**src/rtl/if_fetch_if.sv**
```systemverilog
// Instruction-ROM bus between the fetch stage (master) and the ROM (slave).
// Latency: none, wires only. Backpressure: the request is held until rom_gnt_i; responses cannot be stalled.
// Ports: rom_req_o/rom_addr_o driven by fetch; rom_gnt_i/rom_rvalid_i/rom_rdata_i driven by the ROM.
interface if_fetch_if #(
   parameter int ADDR_W = 32,
   parameter int INST_W = 32
);
   logic              rom_req_o;
   logic [ADDR_W-1:0] rom_addr_o;
   logic              rom_gnt_i;
   logic              rom_rvalid_i;
   logic [INST_W-1:0] rom_rdata_i;

   modport master (
      output rom_req_o,
      output rom_addr_o,
      input  rom_gnt_i,
      input  rom_rvalid_i,
      input  rom_rdata_i
   );

   modport slave (
      input  rom_req_o,
      input  rom_addr_o,
      output rom_gnt_i,
      output rom_rvalid_i,
      output rom_rdata_i
   );
endinterface

```
**src/rtl/if_fetch.sv**
```systemverilog
// Instruction fetch: owns the PC, fetches from the ROM one request at a time, and presents instructions to IF/ID.
// Latency: grant to if_valid is the ROM response latency + 1 cycle; sustained rate is at best 1 instruction per 2 cycles.
// Backpressure: stall_i holds the output slot; a one-entry skid buffer catches the in-flight response, and no new request is issued while it is full.
// Ports: clk, rst (async, active-low); stall_i, branch_flag_i/branch_target_i from decode;
//        rom (if_fetch_if.master) ROM request/grant/response bus; if_pc/if_inst/if_valid to the IF/ID register.
module if_fetch #(
   parameter int                ADDR_W   = 32,
   parameter int                INST_W   = 32,
   parameter logic [ADDR_W-1:0] RESET_PC = '0
) (
   input  logic              clk,
   input  logic              rst,
   input  logic              stall_i,
   input  logic              branch_flag_i,
   input  logic [ADDR_W-1:0] branch_target_i,
   if_fetch_if.master        rom,
   output logic [ADDR_W-1:0] if_pc,
   output logic [INST_W-1:0] if_inst,
   output logic              if_valid
);

   typedef enum logic [1:0] {
      IDLE = 2'd0,
      REQ  = 2'd1,
      WAIT = 2'd2,
      HOLD = 2'd3
   } state_t;

   state_t            state;
   logic [ADDR_W-1:0] pc;
   logic [ADDR_W-1:0] req_addr;   // address of the outstanding request, captured at grant
   logic              req_q;
   logic              drop;       // the outstanding response belongs to a flushed path
   logic              skid_vld;
   logic [ADDR_W-1:0] skid_pc;
   logic [INST_W-1:0] skid_inst;

   logic              consume;
   logic              resp_in;
   logic              deliver;
   logic              gnt_ev;
   logic [ADDR_W-1:0] br_pc;

   assign consume = if_valid & ~stall_i;
   // Responses only count while a request is outstanding; anything else is a leftover from before reset.
   assign resp_in = (state == WAIT) & rom.rom_rvalid_i;
   assign deliver = resp_in & ~drop;
   assign gnt_ev  = (state == REQ) & rom.rom_gnt_i;
   assign br_pc   = branch_target_i & ~ADDR_W'(3);

   assign rom.rom_req_o  = req_q;
   assign rom.rom_addr_o = pc;

   always_ff @(posedge clk or negedge rst) begin
      if (!rst) begin
         state     <= IDLE;
         pc        <= RESET_PC;
         req_q     <= 1'b0;
         req_addr  <= '0;
         drop      <= 1'b0;
         skid_vld  <= 1'b0;
         skid_pc   <= '0;
         skid_inst <= '0;
         if_valid  <= 1'b0;
         if_pc     <= '0;
         if_inst   <= '0;
      end else if (branch_flag_i) begin
         // Redirect wins over everything, including stall: flush slot and skid, restart at the target.
         if_valid <= 1'b0;
         if_inst  <= '0;
         skid_vld <= 1'b0;
         pc       <= br_pc;
         if (((state == WAIT) && !rom.rom_rvalid_i) || gnt_ev) begin
            // A request is still in flight. Keep a single request outstanding:
            // swallow its response first, then request the target.
            drop  <= 1'b1;
            state <= WAIT;
            req_q <= 1'b0;
         end else begin
            drop  <= 1'b0;
            state <= REQ;
            req_q <= 1'b1;
         end
      end else begin
         case (state)
            IDLE: begin
               state <= REQ;
               req_q <= 1'b1;
            end
            REQ: begin
               if (rom.rom_gnt_i) begin
                  req_addr <= pc;
                  pc       <= pc + ADDR_W'(4);
                  state    <= WAIT;
                  req_q    <= 1'b0;
               end
            end
            WAIT: begin
               if (rom.rom_rvalid_i) begin
                  if (drop) begin
                     drop  <= 1'b0;
                     state <= REQ;
                     req_q <= 1'b1;
                  end else if (!if_valid || consume) begin
                     // Response goes straight to the slot, skid stays empty.
                     state <= REQ;
                     req_q <= 1'b1;
                  end else begin
                     state <= HOLD;
                  end
               end
            end
            HOLD: begin
               // Skid is full here; it drains on the first consume.
               if (consume) begin
                  state <= REQ;
                  req_q <= 1'b1;
               end
            end
            default: begin
               state <= IDLE;
               req_q <= 1'b0;
            end
         endcase

         // Output slot. The skid is only full in HOLD, when no response can arrive,
         // so the skid and the response never compete for the slot.
         if (skid_vld && consume) begin
            if_pc    <= skid_pc;
            if_inst  <= skid_inst;
            if_valid <= 1'b1;
            skid_vld <= 1'b0;
         end else if (deliver) begin
            if (!if_valid || consume) begin
               if_pc    <= req_addr;
               if_inst  <= rom.rom_rdata_i;
               if_valid <= 1'b1;
            end else begin
               skid_pc   <= req_addr;
               skid_inst <= rom.rom_rdata_i;
               skid_vld  <= 1'b1;
            end
         end else if (consume) begin
            if_valid <= 1'b0;
         end
      end
   end

endmodule

```
**src/flat_wrapper.sv**
```systemverilog
// flat-port wrapper written by rule: the top's interface ports become plain ports
module if_fetch_flat 
#(
   parameter int                ADDR_W   = 32,
   parameter int                INST_W   = 32,
   parameter logic [ADDR_W-1:0] RESET_PC = '0
)
  (clk, rst, stall_i, branch_flag_i, branch_target_i, if_pc, if_inst, if_valid, rom_rom_req_o, rom_rom_addr_o, rom_rom_gnt_i, rom_rom_rvalid_i, rom_rom_rdata_i);
  if_fetch_if #(.ADDR_W(ADDR_W), .INST_W(INST_W)) rom_i ();
  input  logic clk;
  input  logic rst;
  input  logic stall_i;
  input  logic branch_flag_i;
  input  logic [ADDR_W-1:0] branch_target_i;
  output logic [ADDR_W-1:0] if_pc;
  output logic [INST_W-1:0] if_inst;
  output logic if_valid;
  output wire logic [$bits(rom_i.rom_req_o)-1:0] rom_rom_req_o;
  output wire logic [$bits(rom_i.rom_addr_o)-1:0] rom_rom_addr_o;
  input wire logic [$bits(rom_i.rom_gnt_i)-1:0] rom_rom_gnt_i;
  input wire logic [$bits(rom_i.rom_rvalid_i)-1:0] rom_rom_rvalid_i;
  input wire logic [$bits(rom_i.rom_rdata_i)-1:0] rom_rom_rdata_i;
  assign rom_rom_req_o = rom_i.rom_req_o;
  assign rom_rom_addr_o = rom_i.rom_addr_o;
  assign rom_i.rom_gnt_i = rom_rom_gnt_i;
  assign rom_i.rom_rvalid_i = rom_rom_rvalid_i;
  assign rom_i.rom_rdata_i = rom_rom_rdata_i;
  if_fetch #(.ADDR_W(ADDR_W), .INST_W(INST_W), .RESET_PC(RESET_PC)) u_core (.clk(clk), .rst(rst), .stall_i(stall_i), .branch_flag_i(branch_flag_i), .branch_target_i(branch_target_i), .rom(rom_i), .if_pc(if_pc), .if_inst(if_inst), .if_valid(if_valid));
endmodule
```
**config.mk**
```make
export PLATFORM = sky130hd
export DESIGN_NAME = if_fetch_flat
export DESIGN_NICKNAME = d
export VERILOG_FILES = /design/src/rtl/if_fetch_if.sv /design/src/rtl/if_fetch.sv /design/src/flat_wrapper.sv
export SDC_FILE = /design/constraint.sdc
export NUM_CORES = 1
export LEC_CHECK = 0
export BUFFER_PORTS_ARGS = -buffer_cell sky130_fd_sc_hd__buf_2
export CORE_MARGIN = 2
export CORE_UTILIZATION = 45
export DETAILED_ROUTE_END_ITERATION = 6
export PLACE_DENSITY = 0.7
export SETUP_SLACK_MARGIN = 0.05
export SYNTH_ARGS = -nofsm -noshare
export SYNTH_HDL_FRONTEND = slang
export SYNTH_SLANG_ARGS = --single-unit
```
**constraint.sdc**
```tcl
create_clock -name clk -period 3.2 [get_ports clk]
set_clock_uncertainty 0.2 [all_clocks]
set_input_delay 0.32 -clock clk [delete_from_list [all_inputs] [get_ports clk]]
set_output_delay 0.32 -clock clk [all_outputs]
set_load 0.01 [all_outputs]
```
==> run metrics <==
CTS Root Cell clkbuf_16; CP Launch Type flop; CP max stage cell or4_1; Syn Area/Cell 11.3 sq um; Worst Hold Margin ~0.046 ns; vias per cell around 5.5; Synth Area in Simple Gates a little over an eighth; f_max approximately 0.38 GHz; Netlist cell types 54; mux cell area share after synthesis ~16%; crit-path cells inv_1 > ha_1 > nand2_2 > or4_1 > or4_1 > a31oi_1; Layout area overhead 26.4%; VDD IR max just over 0.4 mV; max-slew violation count 0; # Post-CTS Setup Buffers 0; RR Endpoint u_core.rom.rom_addr_o[31]; sequential-to-total area share from yosys stat 55.8%; switching share of power a little under a third; antenna viol nets, final 0; Post-Synth XOR/XNOR Area just over 1%; combinational family with the most area after synthesis multiplexers; clock slew seen by the registers of the worst setup and hold paths about 0.08 ns; initial antenna violation count 0; Net Sw Power ~2.2 mW; post-synthesis adder-cell area fraction less than 1%; Leakage around 5.2 nW; final setup violation count 0; pin count of the biggest net entering global routing 70; WL/cell about 17 microns; post-synthesis cell count 754; clk_lat worst skew around 0.43 ns; synth warn 0; status completed; hold path depth 3; Max-cap violations 0; most numerous cell in the Yosys netlist dfrtp_1; Seq pwr share between 40% and 50%; cts repair resizes 0; die area 20000 sq um; design internal power 4.70 mW; Yosys top cell by area dfrtp_1; die width around 140 microns; PwrDens between 600 and 700 nW/um^2; crit share post-route between 80 and 90%; CTS tree built; top-area cell type share of the netlist area between 50 and 60%; Tightest Hold Check Type input pin to flop; Worst EP arrival ~2.8 ns; first-pass GRT wire length about 34000 microns; clock buffer depth 2; Hold Crit Start stall_i; # clock sinks 190; Rows 50; Routability Congestion between 0.7 and 0.8; Max transition margin a little under three fifths; total negative slack 0 ns; GRT Overall Usage approximately a fifth; WHS Endpoint u_core.if_valid; number of flops mapped to enable cells by yosys 0; cts bufs inserted 17; RSZ-0062 raised after global routing false; DR pass1 iterations 5; hold_buf cts 63; WS Path Type flop to flop; Worst setup EP type flop; area fraction in compound gates after synthesis 9.57%; total power 6.88 mW; IO Pins 168; Post-Route WL between 20000 and 25000 microns; drt drc 0; NumNets Final between 1000 and 1500; Buffers on Ports about 160; most used cell, CP or4_1; worst slew pin tran 0.659 ns; synth cell count leaders 190 x dfrtp_1, 91 x mux2_2, 80 x nor2_1, 62 x nand2_1, 43 x nand3_1; WP data required 3.36 ns; Gate power share between 20 and 25%; Reg-to-Reg Start u_core.state[1]; starting density of the core between 40 and 50%; CP max FO 10; top cells by area, synth dfrtp_1 56%, mux2_2 12%, mux2i_1 3.8%; CTS H-tree lvls 4; CORE AREA between 15000 and 20000 sq um; gr ovfl total 0; reg2reg path depth 6; slowest stage delay, CP approximately 0.73 ns; R2R setup slack roughly 0.60 ns; vias in the first global route 6481; Clock power frac around 30%; DRT iter0 DRCs between 300 and 400; layout cells sized above 1 32.3%; Final HPWL DP roughly 13000 microns; DR vias 6653; #FFs+latches synth 190; Post-synth ARST share 100%; post-layout min period ~2.6 ns; Cell Area, Synth 8510 sq um; Hold Vio Cnt, Final 0; Die Y between 100 and 150 microns; number of diodes 0; ys flop type dfrtp_1
routing by layer:
layer  wire (microns)  share of wire, %  vias to the layer above  track usage [%]
met3              996               4.7                       38             3.85
met1             9400                45                     3289             29.2
li1                 -                 -                     3140                -
met4              520               2.5                        0             8.84
met5                0                 0                        -                0
met2            10100                48                      186             33.9
metrics by stage:
stage          util [%]  instance area [sq um]  setup slack, ns  std cells
3_5_place_dp       51.2                   9550            0.624       1109
3_3_place_gp       51.2                   9550            0.649       1109
2_1_floorplan         -                   8530            0.871        757
6_report           57.7                  10800            0.602       1204
5_1_grt            57.7                  10800            0.397       1204
4_1_cts            57.7                  10800            0.595       1204
power groups by stage:
stage / clock (mW) / combinational [mW] / sequential [mW]
floorplan: 0 / 0.817 / 3.35
global placement: 0 / 1.46 / 3.29
detailed placement: 0 / 1.50 / 3.31
CTS: 2.10 / 1.57 / 3.26
global route: 2.21 / 1.73 / 3.34
finish: 2.06 / 1.56 / 3.26
registers in the layout, summed over array words and instances (netlist names):
signal                 flops
u_core.rom.rom_addr_o     30
u_core.skid_pc            30
u_core.if_inst            32
u_core.state               2
u_core.req_addr           30
u_core.skid_vld            1
u_core.if_valid            1
u_core.skid_inst          32
u_core.if_pc              30
u_core.drop                1
u_core.rom.rom_req_o       1
how the worst max path moves through the flow:
stage | start | slack, ns | to
after CTS | u_core.state[1] | 0.59 | u_core.rom.rom_addr_o[31]
after floorplan | u_core.state[1] | 0.87 | u_core.rom.rom_addr_o[27]
after detailed placement | u_core.state[1] | 0.62 | u_core.rom.rom_addr_o[31]
after global routing | u_core.state[1] | 0.40 | u_core.rom.rom_addr_o[27]
after global placement | u_core.state[1] | 0.65 | u_core.rom.rom_addr_o[27]
final | u_core.state[1] | 0.60 | u_core.rom.rom_addr_o[31]
cells by family after synthesis:
family | after synthesis
muxes | 123
AOI/OAI and AO/OA | 120
and+or+nand+nor | 242
buffers and inverters | 63
DFF | 190
other | 1
adders and majority gates | 5
xor gates and xnor gates | 10
placed cells by master (no fill, tap or decap), drive strengths merged, types with 3 or more instances in the layout:
cell | netlist | final
nor2 | 80 | 80
ha | 5 | 5
inv | 5 | 12
a31oi | 14 | 14
xor2 | 7 | 7
or3 | 5 | 5
and4 | 4 | 4
nand3 | 44 | 44
xnor2 | 3 | 3
mux2i | 32 | 32
clkinv | 1 | 8
dfrtp | 190 | 190
a21oi | 33 | 33
and3 | 3 | 3
a311oi | 33 | 33
nand4 | 11 | 11
dlygate4sd3 | 1 | 63
buf | 18 | 174
mux2 | 91 | 91
or4 | 14 | 14
nand2 | 63 | 63
o21ai | 16 | 16
conb | 1 | 4
nor3 | 5 | 5
o31ai | 10 | 10
clkbuf | 38 | 18
layout make-up:
class,instances,area (sq um)
Fill cell,1588,7880
Sequential cell,190,4750
Multi-Input combinational cell,504,3530
Timing Repair Buffer,238,1590
Clock buffer,17,425
Tap cell,234,293
Clock inverter,15,153
Inverter,6,22.5
worst max-delay path, delay by kind of cell, from the launching register on:
family | cells | cell delay [ns]
simple gates | 3 | 1.37
fa+ha+maj | 1 | 0.30
compound gates | 1 | 0.17
flops | 1 | 0.41
buf+inv | 1 | 0.09
No activity file was read; power rests on OpenSTA's default activity.
